[config.mk]
export PLATFORM = sky130hd
export DESIGN_NAME = microcode_sequencer_stk
export DESIGN_NICKNAME = d
export VERILOG_FILES = /design/src/rtl/microcode_sequencer_stk.sv
export SDC_FILE = /design/constraint.sdc
export NUM_CORES = 1
export LEC_CHECK = 0
export CORE_AREA = 2 2 104 106
export CTS_BUF_LIST = sky130_fd_sc_hd__clkbuf_4
export CTS_CLUSTER_DIAMETER = 200
export DETAILED_ROUTE_END_ITERATION = 10
export DIE_AREA = 0 0 106 108
export PLACE_DENSITY = 0.82
export SYNTH_ARGS = -nofsm -noshare
export SYNTH_HDL_FRONTEND = slang
export SYNTH_SLANG_ARGS = --single-unit
[constraint.sdc]
create_clock -name clk -period 4.14 [get_ports clk]
set_input_delay 0.828 -clock clk [delete_from_list [all_inputs] [get_ports clk]]
set_output_delay 0.828 -clock clk [all_outputs]
set_load 0.05 [all_outputs]
[src/rtl/microcode_sequencer_stk.sv]
// rtl/microcode_sequencer_stk.sv - microcode address sequencer with call/return stack and u_flags
// Optional loop counter enabled by defining USEQ_LOOP_EN.
module microcode_sequencer_stk #(
    parameter int UADDR_W      = 14,
    parameter int OFFSET_W     = 7,
    parameter int IR_W         = 8,
    parameter int NUM_EXT_COND = 7,
    parameter int STACK_DEPTH  = 4,
    parameter int RESET_ADDR   = 0,
    parameter int FETCH_ADDR   = 'h10,
    parameter int TRAP_ADDR    = 'h20,
    parameter int IR_BASE      = 'h400,
    localparam int CSEL_W      = $clog2(7 + NUM_EXT_COND),
    localparam int LVL_W       = $clog2(STACK_DEPTH + 1)
) (
    input  logic                    clk,
    input  logic                    arst,
    input  logic                    stall,
    input  logic [IR_W-1:0]         ir,
    input  logic [2:0]              ctrl_typ,
    input  logic [OFFSET_W-1:0]     ctrl_offset,
    input  logic [CSEL_W-1:0]       ctrl_cond_sel,
    input  logic                    ctrl_cond_invert,
    input  logic                    ctrl_cond_flag_src,
    input  logic [3:0]              alu_flags,
    input  logic                    alu_final_cf,
    input  logic                    alu_of,
    input  logic [7:0]              alu_out,
    input  logic [7:0]              z_bus,
    input  logic [1:0]              ctrl_u_zf_in_src,
    input  logic [1:0]              ctrl_u_cf_in_src,
    input  logic                    ctrl_u_sf_in_src,
    input  logic                    ctrl_u_of_in_src,
    input  logic [NUM_EXT_COND-1:0] cond_ext,
    input  logic                    dma_req,
    input  logic                    int_pending,
    input  logic                    err_clr,
    input  logic                    ctrl_loop_load,
    input  logic [7:0]              ctrl_immy,
    output logic [UADDR_W-1:0]      u_address,
    output logic [3:0]              u_flags,
    output logic [LVL_W-1:0]        stack_level,
    output logic                    err_overflow,
    output logic                    err_underflow,
    output logic [7:0]              loop_count
);
    localparam int NUM_COND = 7 + NUM_EXT_COND;
    localparam logic [UADDR_W-1:0] A_RST   = RESET_ADDR[UADDR_W-1:0];
    localparam logic [UADDR_W-1:0] A_FETCH = FETCH_ADDR[UADDR_W-1:0];
    localparam logic [UADDR_W-1:0] A_TRAP  = TRAP_ADDR[UADDR_W-1:0];
    localparam logic [UADDR_W-1:0] A_IRB   = IR_BASE[UADDR_W-1:0];
    localparam logic [UADDR_W-1:0] A_ONE   = UADDR_W'(1);
    localparam logic [LVL_W-1:0]   LVL_FULL = STACK_DEPTH[LVL_W-1:0];

    logic [3:0]          f;
    logic [NUM_COND-1:0] cvec;
    logic                cond;
    logic [UADDR_W-1:0]  off_ext, ua_inc, ua_rel, top, nxt;
    logic                push, pop, full, set_ovf, set_unf, loop_dec;
    logic [3:0]          nxt_flags;
    logic [UADDR_W-1:0]  stk [STACK_DEPTH];

    // f = {of, sf, cf, zf}
    assign f    = ctrl_cond_flag_src ? u_flags : alu_flags;
    assign cvec = {cond_ext, f[1] | f[0], (f[2] ^ f[3]) | f[0], f[2] ^ f[3], f[3], f[2], f[1], f[0]};
    assign cond = ((int'(ctrl_cond_sel) < NUM_COND) ? cvec[ctrl_cond_sel] : 1'b0) ^ ctrl_cond_invert;

    assign off_ext = UADDR_W'($signed(ctrl_offset));
    assign ua_inc  = u_address + A_ONE;
    assign ua_rel  = u_address + off_ext;
    assign full    = (stack_level == LVL_FULL);

    always_comb begin
        top = '0;
        for (int i = 0; i < STACK_DEPTH; i++)
            if (stack_level == LVL_W'(i + 1)) top = stk[i];
    end

    always_comb begin
        nxt      = ua_inc;
        push     = 1'b0;
        pop      = 1'b0;
        set_ovf  = 1'b0;
        set_unf  = 1'b0;
        loop_dec = 1'b0;
        case (ctrl_typ)
            3'b000: nxt = ua_rel;
            3'b001: if (cond) nxt = ua_rel;
            3'b010: nxt = (dma_req | int_pending) ? A_TRAP : A_FETCH;
            3'b011: nxt = A_IRB + UADDR_W'(ir);
            3'b100: begin
                nxt  = ua_rel;
                push = 1'b1;
            end
            3'b101: begin
                if (stack_level == '0) begin
                    nxt     = A_FETCH;
                    set_unf = 1'b1;
                end else begin
                    nxt = top;
                    pop = 1'b1;
                end
            end
            3'b110: if (cond) begin
                nxt  = ua_rel;
                push = 1'b1;
            end
            default: begin
`ifdef USEQ_LOOP_EN
                if (loop_count != 8'd0) begin
                    nxt      = ua_rel;
                    loop_dec = 1'b1;
                end
`endif
            end
        endcase
        if (push && full) set_ovf = 1'b1;
    end

    always_comb begin
        nxt_flags = u_flags;
        case (ctrl_u_zf_in_src)
            2'b01:   nxt_flags[0] = alu_flags[0];
            2'b10:   nxt_flags[0] = alu_flags[0] & u_flags[0];
            default: nxt_flags[0] = u_flags[0];
        endcase
        case (ctrl_u_cf_in_src)
            2'b01:   nxt_flags[1] = alu_final_cf;
            2'b10:   nxt_flags[1] = alu_out[0];
            2'b11:   nxt_flags[1] = alu_out[7];
            default: nxt_flags[1] = u_flags[1];
        endcase
        if (ctrl_u_sf_in_src) nxt_flags[2] = z_bus[7];
        if (ctrl_u_of_in_src) nxt_flags[3] = alu_of;
    end

    always_ff @(posedge clk) begin
        if (arst) begin
            u_address     <= A_RST;
            u_flags       <= 4'b0;
            stack_level   <= '0;
            err_overflow  <= 1'b0;
            err_underflow <= 1'b0;
        end else if (!stall) begin
            u_address <= nxt;
            u_flags   <= nxt_flags;
            if (push && !full)
                stack_level <= stack_level + LVL_W'(1);
            else if (pop)
                stack_level <= stack_level - LVL_W'(1);
            // set wins over a same-cycle clear
            err_overflow  <= set_ovf | (err_overflow & ~err_clr);
            err_underflow <= set_unf | (err_underflow & ~err_clr);
        end
    end

    // Stack storage needs no reset: entries above stack_level are never read.
    always_ff @(posedge clk) begin
        if (!arst && !stall && push && !full)
            for (int i = 0; i < STACK_DEPTH; i++)
                if (stack_level == LVL_W'(i)) stk[i] <= ua_inc;
    end

`ifdef USEQ_LOOP_EN
    always_ff @(posedge clk) begin
        if (arst)
            loop_count <= 8'd0;
        else if (!stall) begin
            if (ctrl_loop_load)
                loop_count <= ctrl_immy;
            else if (loop_dec)
                loop_count <= loop_count - 8'd1;
        end
    end

    logic unused_bits;
    assign unused_bits = ^{alu_out[6:1], z_bus[6:0], loop_dec};
`else
    assign loop_count = 8'd0;

    logic unused_bits;
    assign unused_bits = ^{alu_out[6:1], z_bus[6:0], loop_dec, ctrl_loop_load, ctrl_immy};
`endif
endmodule
==> key figures <==
Synthesis
  • Cell type with the largest total area after synthesis: edfxtp_1
  • Most frequent cells after synthesis: 56 x edfxtp_1, 43 x nor2_1, 38 x nand2_1, 37 x a21oi_1, 25 x o21ai_0
  • Post-synthesis sequential element count: 79
  • Mapped Cells: 494
  • Most common flop cell mapped by yosys: edfxtp_1
  • Unique masters post-synth: 71
  • Count of flip-flops with a built-in enable after synthesis: 56
  • Area of the mapped netlist: 4840 um2
  • Mean instance size in the synthesized netlist: around 10 um2
  • Cell types with the largest area share after synthesis: edfxtp_1 35%, dfxtp_1 9.5%, ha_1 5.4%
  • Share of synthesized flip-flops with an asynchronous set or reset: 0
  • Proportion of synthesized chip area in sequential cells: 0.443
  • Proportion of netlist area held by the largest area contributor: 0.348
  • Most repeated cell in the gate-level netlist after synthesis: edfxtp_1
  • Yosys warnings: 0

GRT
  • Largest net degree at the start of global routing: 30
  • GRT Util Overall: 0.233
  • Antenna violations before repair: 0
  • Wire length of the first global-routing pass: 21,000 um
  • Grt total ovfl: 0
  • Number of global-route vias before repair: around 4,300

Timing
  • Slew @ Worst Pin: 0.985 ns
  • Worst-case clock skew: 0.0134 ns
  • F_max: about 270 MHz
  • RSZ-0062 raised after global routing: false
  • Final-report hold violation count: 0
  • Post-route fraction of the period consumed by the critical path: 0.881
  • Relative slew margins: 0.343
  • Post-layout min period: 3.65 ns
  • Total setup violations reported at the end of the flow: 0
  • Final Max Tran Viols: 0
  • Worst Hold Margin: 0.512 ns
  • Worst path setup slack after routing: around 0.49 ns
  • Setup tns final: 0 ns

Finish
  • Number of diodes: 0
  • Layout area overhead: 21.2%
  • Fraction of layout instances using a drive strength above 1: 0.0771
  • FF/Latch Area: 2140 um2
  • Number of nets at the end of the flow: 662
  • Filler Cell Count: 866
  • Area of the multi-input gates: between 2000 and 2500 um2
  • Number of cells in the finished layout apart from fillers: 707

Worst setup path
  • Capture point of the worst reg-to-reg path: u_address[4]$_SDFFE_PP0N_
  • Register-to-Register Setup Slack: 0.91 ns
  • Crit path required time: 4.29 ns
  • Maximum fanout along the worst path: 14
  • Class of the most critical setup path: in2reg
  • Number of cell instances on the worst register-to-register path: 8
  • Capture point of the critical path: stk[1][10]$_DFFE_PP_
  • Element type at the critical path start: input port
  • Endpoint type of the worst setup path: flop
  • Timing startpoint of the critical path: ctrl_cond_flag_src
  • Worst Path Arrival: 3.80 ns
  • Reg-to-reg critical path startpoint: stack_level[2]$_SDFFE_PP0P_

Clock tree
  • TritonCTS Buffers: 9
  • Setup Fix Bufs, Post-CTS: 0
  • Clock tree from TritonCTS: yes
  • Worst-skew pair later-pin latency: 0.43 ns
  • Cts hold-fix bufs: 0
  • Clk Tree Root Cell: clkbuf_4
  • Clock-pin slew on the worst setup and hold paths: 0.12 ns
  • Maximum buffer depth of the clock tree: 2
  • Post-cts resize count: 0
  • CTS H-Tree Depth: 3
  • Number of clock sinks seen by CTS: 79

Drt
  • Total number of vias: 4,293
  • Post-detailed-route wirelength per cell: 18.3 um
  • First-pass DRT Iterations: 6
  • Routed met3 length: 873 um
  • Met1 wire length: 5410 um
  • Count of unresolved DRC violations after routing: 0
  • Post-route antenna net violation count: 0
  • Vias per inst: just over 6
  • Uppermost layer routed: met4
  • DR iter-0 viols: 452
  • WL met2: approximately 6200 um
  • Drt total wl: between 10,000 and 15,000 um

Place
  • Half-perimeter wire length after detailed placement: about 9700 um
  • Placed Instances: 691
  • Weighted congestion reported at the end of routability-driven placement: 0.928
  • Number of port buffers: 74
  • Setup slack after placement: 0.0621 ns

Floorplanning
  • Core Region: roughly 10,000 um2
  • Initial cell density of the core: 0.473
  • Die area: 11,400 um2
  • Overall die height: 108 um
  • Site Rows: 37
  • I/O pin count: 105
  • Width of the die: 106 um

Run status
  • Run status: completed

Run
  • Max-cap check violation count: 0

Pwr
  • Leakage: 2.13 nW
  • IR Drop Worst-Case VDD: 147 uV
  • Power density over cell area: roughly 320 nW/um2

Hold path
  • Worst min-delay path class: reg2reg
  • Hold path start: u_flags[1]$_SDFFE_PP0P_
-- worst min path at each step --
stage / to / depth (start not counted)
floorplan: u_address[2]$_SDFFE_PP0N_ / 4
global placement: err_overflow$_SDFFE_PP0N_ / 2
detailed placement: err_underflow$_SDFFE_PP0N_ / 2
CTS: u_flags[1]$_SDFFE_PP0P_ / 2
global route: err_underflow$_SDFFE_PP0N_ / 2
finish: u_flags[1]$_SDFFE_PP0P_ / 2
-- kinds of logic (layout without fill, tap and decap cells) --
group                      count (synthesis)  in the layout  share of synthesized area
DFF                                       79             79                      0.443
AOI/OAI and AO/OA                        147            147                      0.214
adders and majority gates                 22             22                     0.0585
buffers and inverters                     52            122                     0.0497
and+or+nand+nor                          157            157                      0.158
muxes                                     10             10                     0.0290
xor gates and xnor gates                  26             26                     0.0471
other                                      1              8                   0.000775
-- layout make-up --
type / count / area share
clock inverters: 7 / 0.00811
flip-flops and latches: 79 / 0.365
clock buffers: 9 / 0.0115
repair buffers: 88 / 0.151
well taps: 136 / 0.0290
inverters: 18 / 0.0115
multi-input cells: 370 / 0.424
-- state kept, by name (all words and copies together), names as in the netlist --
| name | cells |
|---|---|
| err_overflow | 1 |
| err_underflow | 1 |
| stack_level | 3 |
| stk | 56 |
| u_address | 14 |
| u_flags | 4 |
-- power by group --
| group | total (mW) | internal, mW | switching [mW] | leakage [nW] |
|---|---|---|---|---|
| Clock | 0.403 | 0.123 | 0.280 | 0.0637 |
| Sequential | 0.913 | 0.878 | 0.0348 | 0.701 |
| Combinational | 0.533 | 0.213 | 0.320 | 1.37 |
-- cell usage in the layout (no fill, tap or decap), types with 4 or more instances in the layout --
master and instances:
mux2_1 4, and3_1 7, a31oi_1 6, a221oi_1 16
edfxtp_1 56, nor3_1 16, ha_1 21, o21a_1 4
o311ai_0 4, clkbuf_4 9, xnor2_1 16, and2_1 8
o21ai_0 25, buf_4 11, nand2_1 38, nor2b_1 5
xor2_1 10, clkdlybuf4s50_1 74, conb_1 8, nor4_1 4
a22oi_1 10, a32oi_1 4, inv_1 15, a211o_1 4
a21oi_1 37, nand3_1 16, dfxtp_1 23, nor2_1 43
-- critical path, cell delays in order --
cell             delay [ns]
clkdlybuf4s50_1        0.66
mux2_1                 0.36
mux4_2                 0.47
nand3_1                0.10
nand4_1                0.14
or3_4                  0.38
a21oi_1                0.23
nand2_1                0.13
nor3b_2                0.28
buf_12                 0.19
-- metrics by stage --
step | total power, mW | area, um2 | util
2_1_floorplan | 1.28 | 4870 | -
3_3_place_gp | 1.43 | 5750 | 0.562
3_5_place_dp | 1.45 | 5750 | 0.562
4_1_cts | 1.84 | 5860 | 0.573
5_1_grt | 1.93 | 5860 | 0.573
6_report | 1.85 | 5860 | 0.573
-- per-layer routing --
| layer | up-vias | GRT usage |
|---|---|---|
| li1 | 2011 | - |
| met1 | 2031 | 0.302 |
| met2 | 209 | 0.383 |
| met3 | 42 | 0.0398 |
| met4 | 0 | 0.112 |
| met5 | - | 0 |
(Power assumes the default switching activity.)
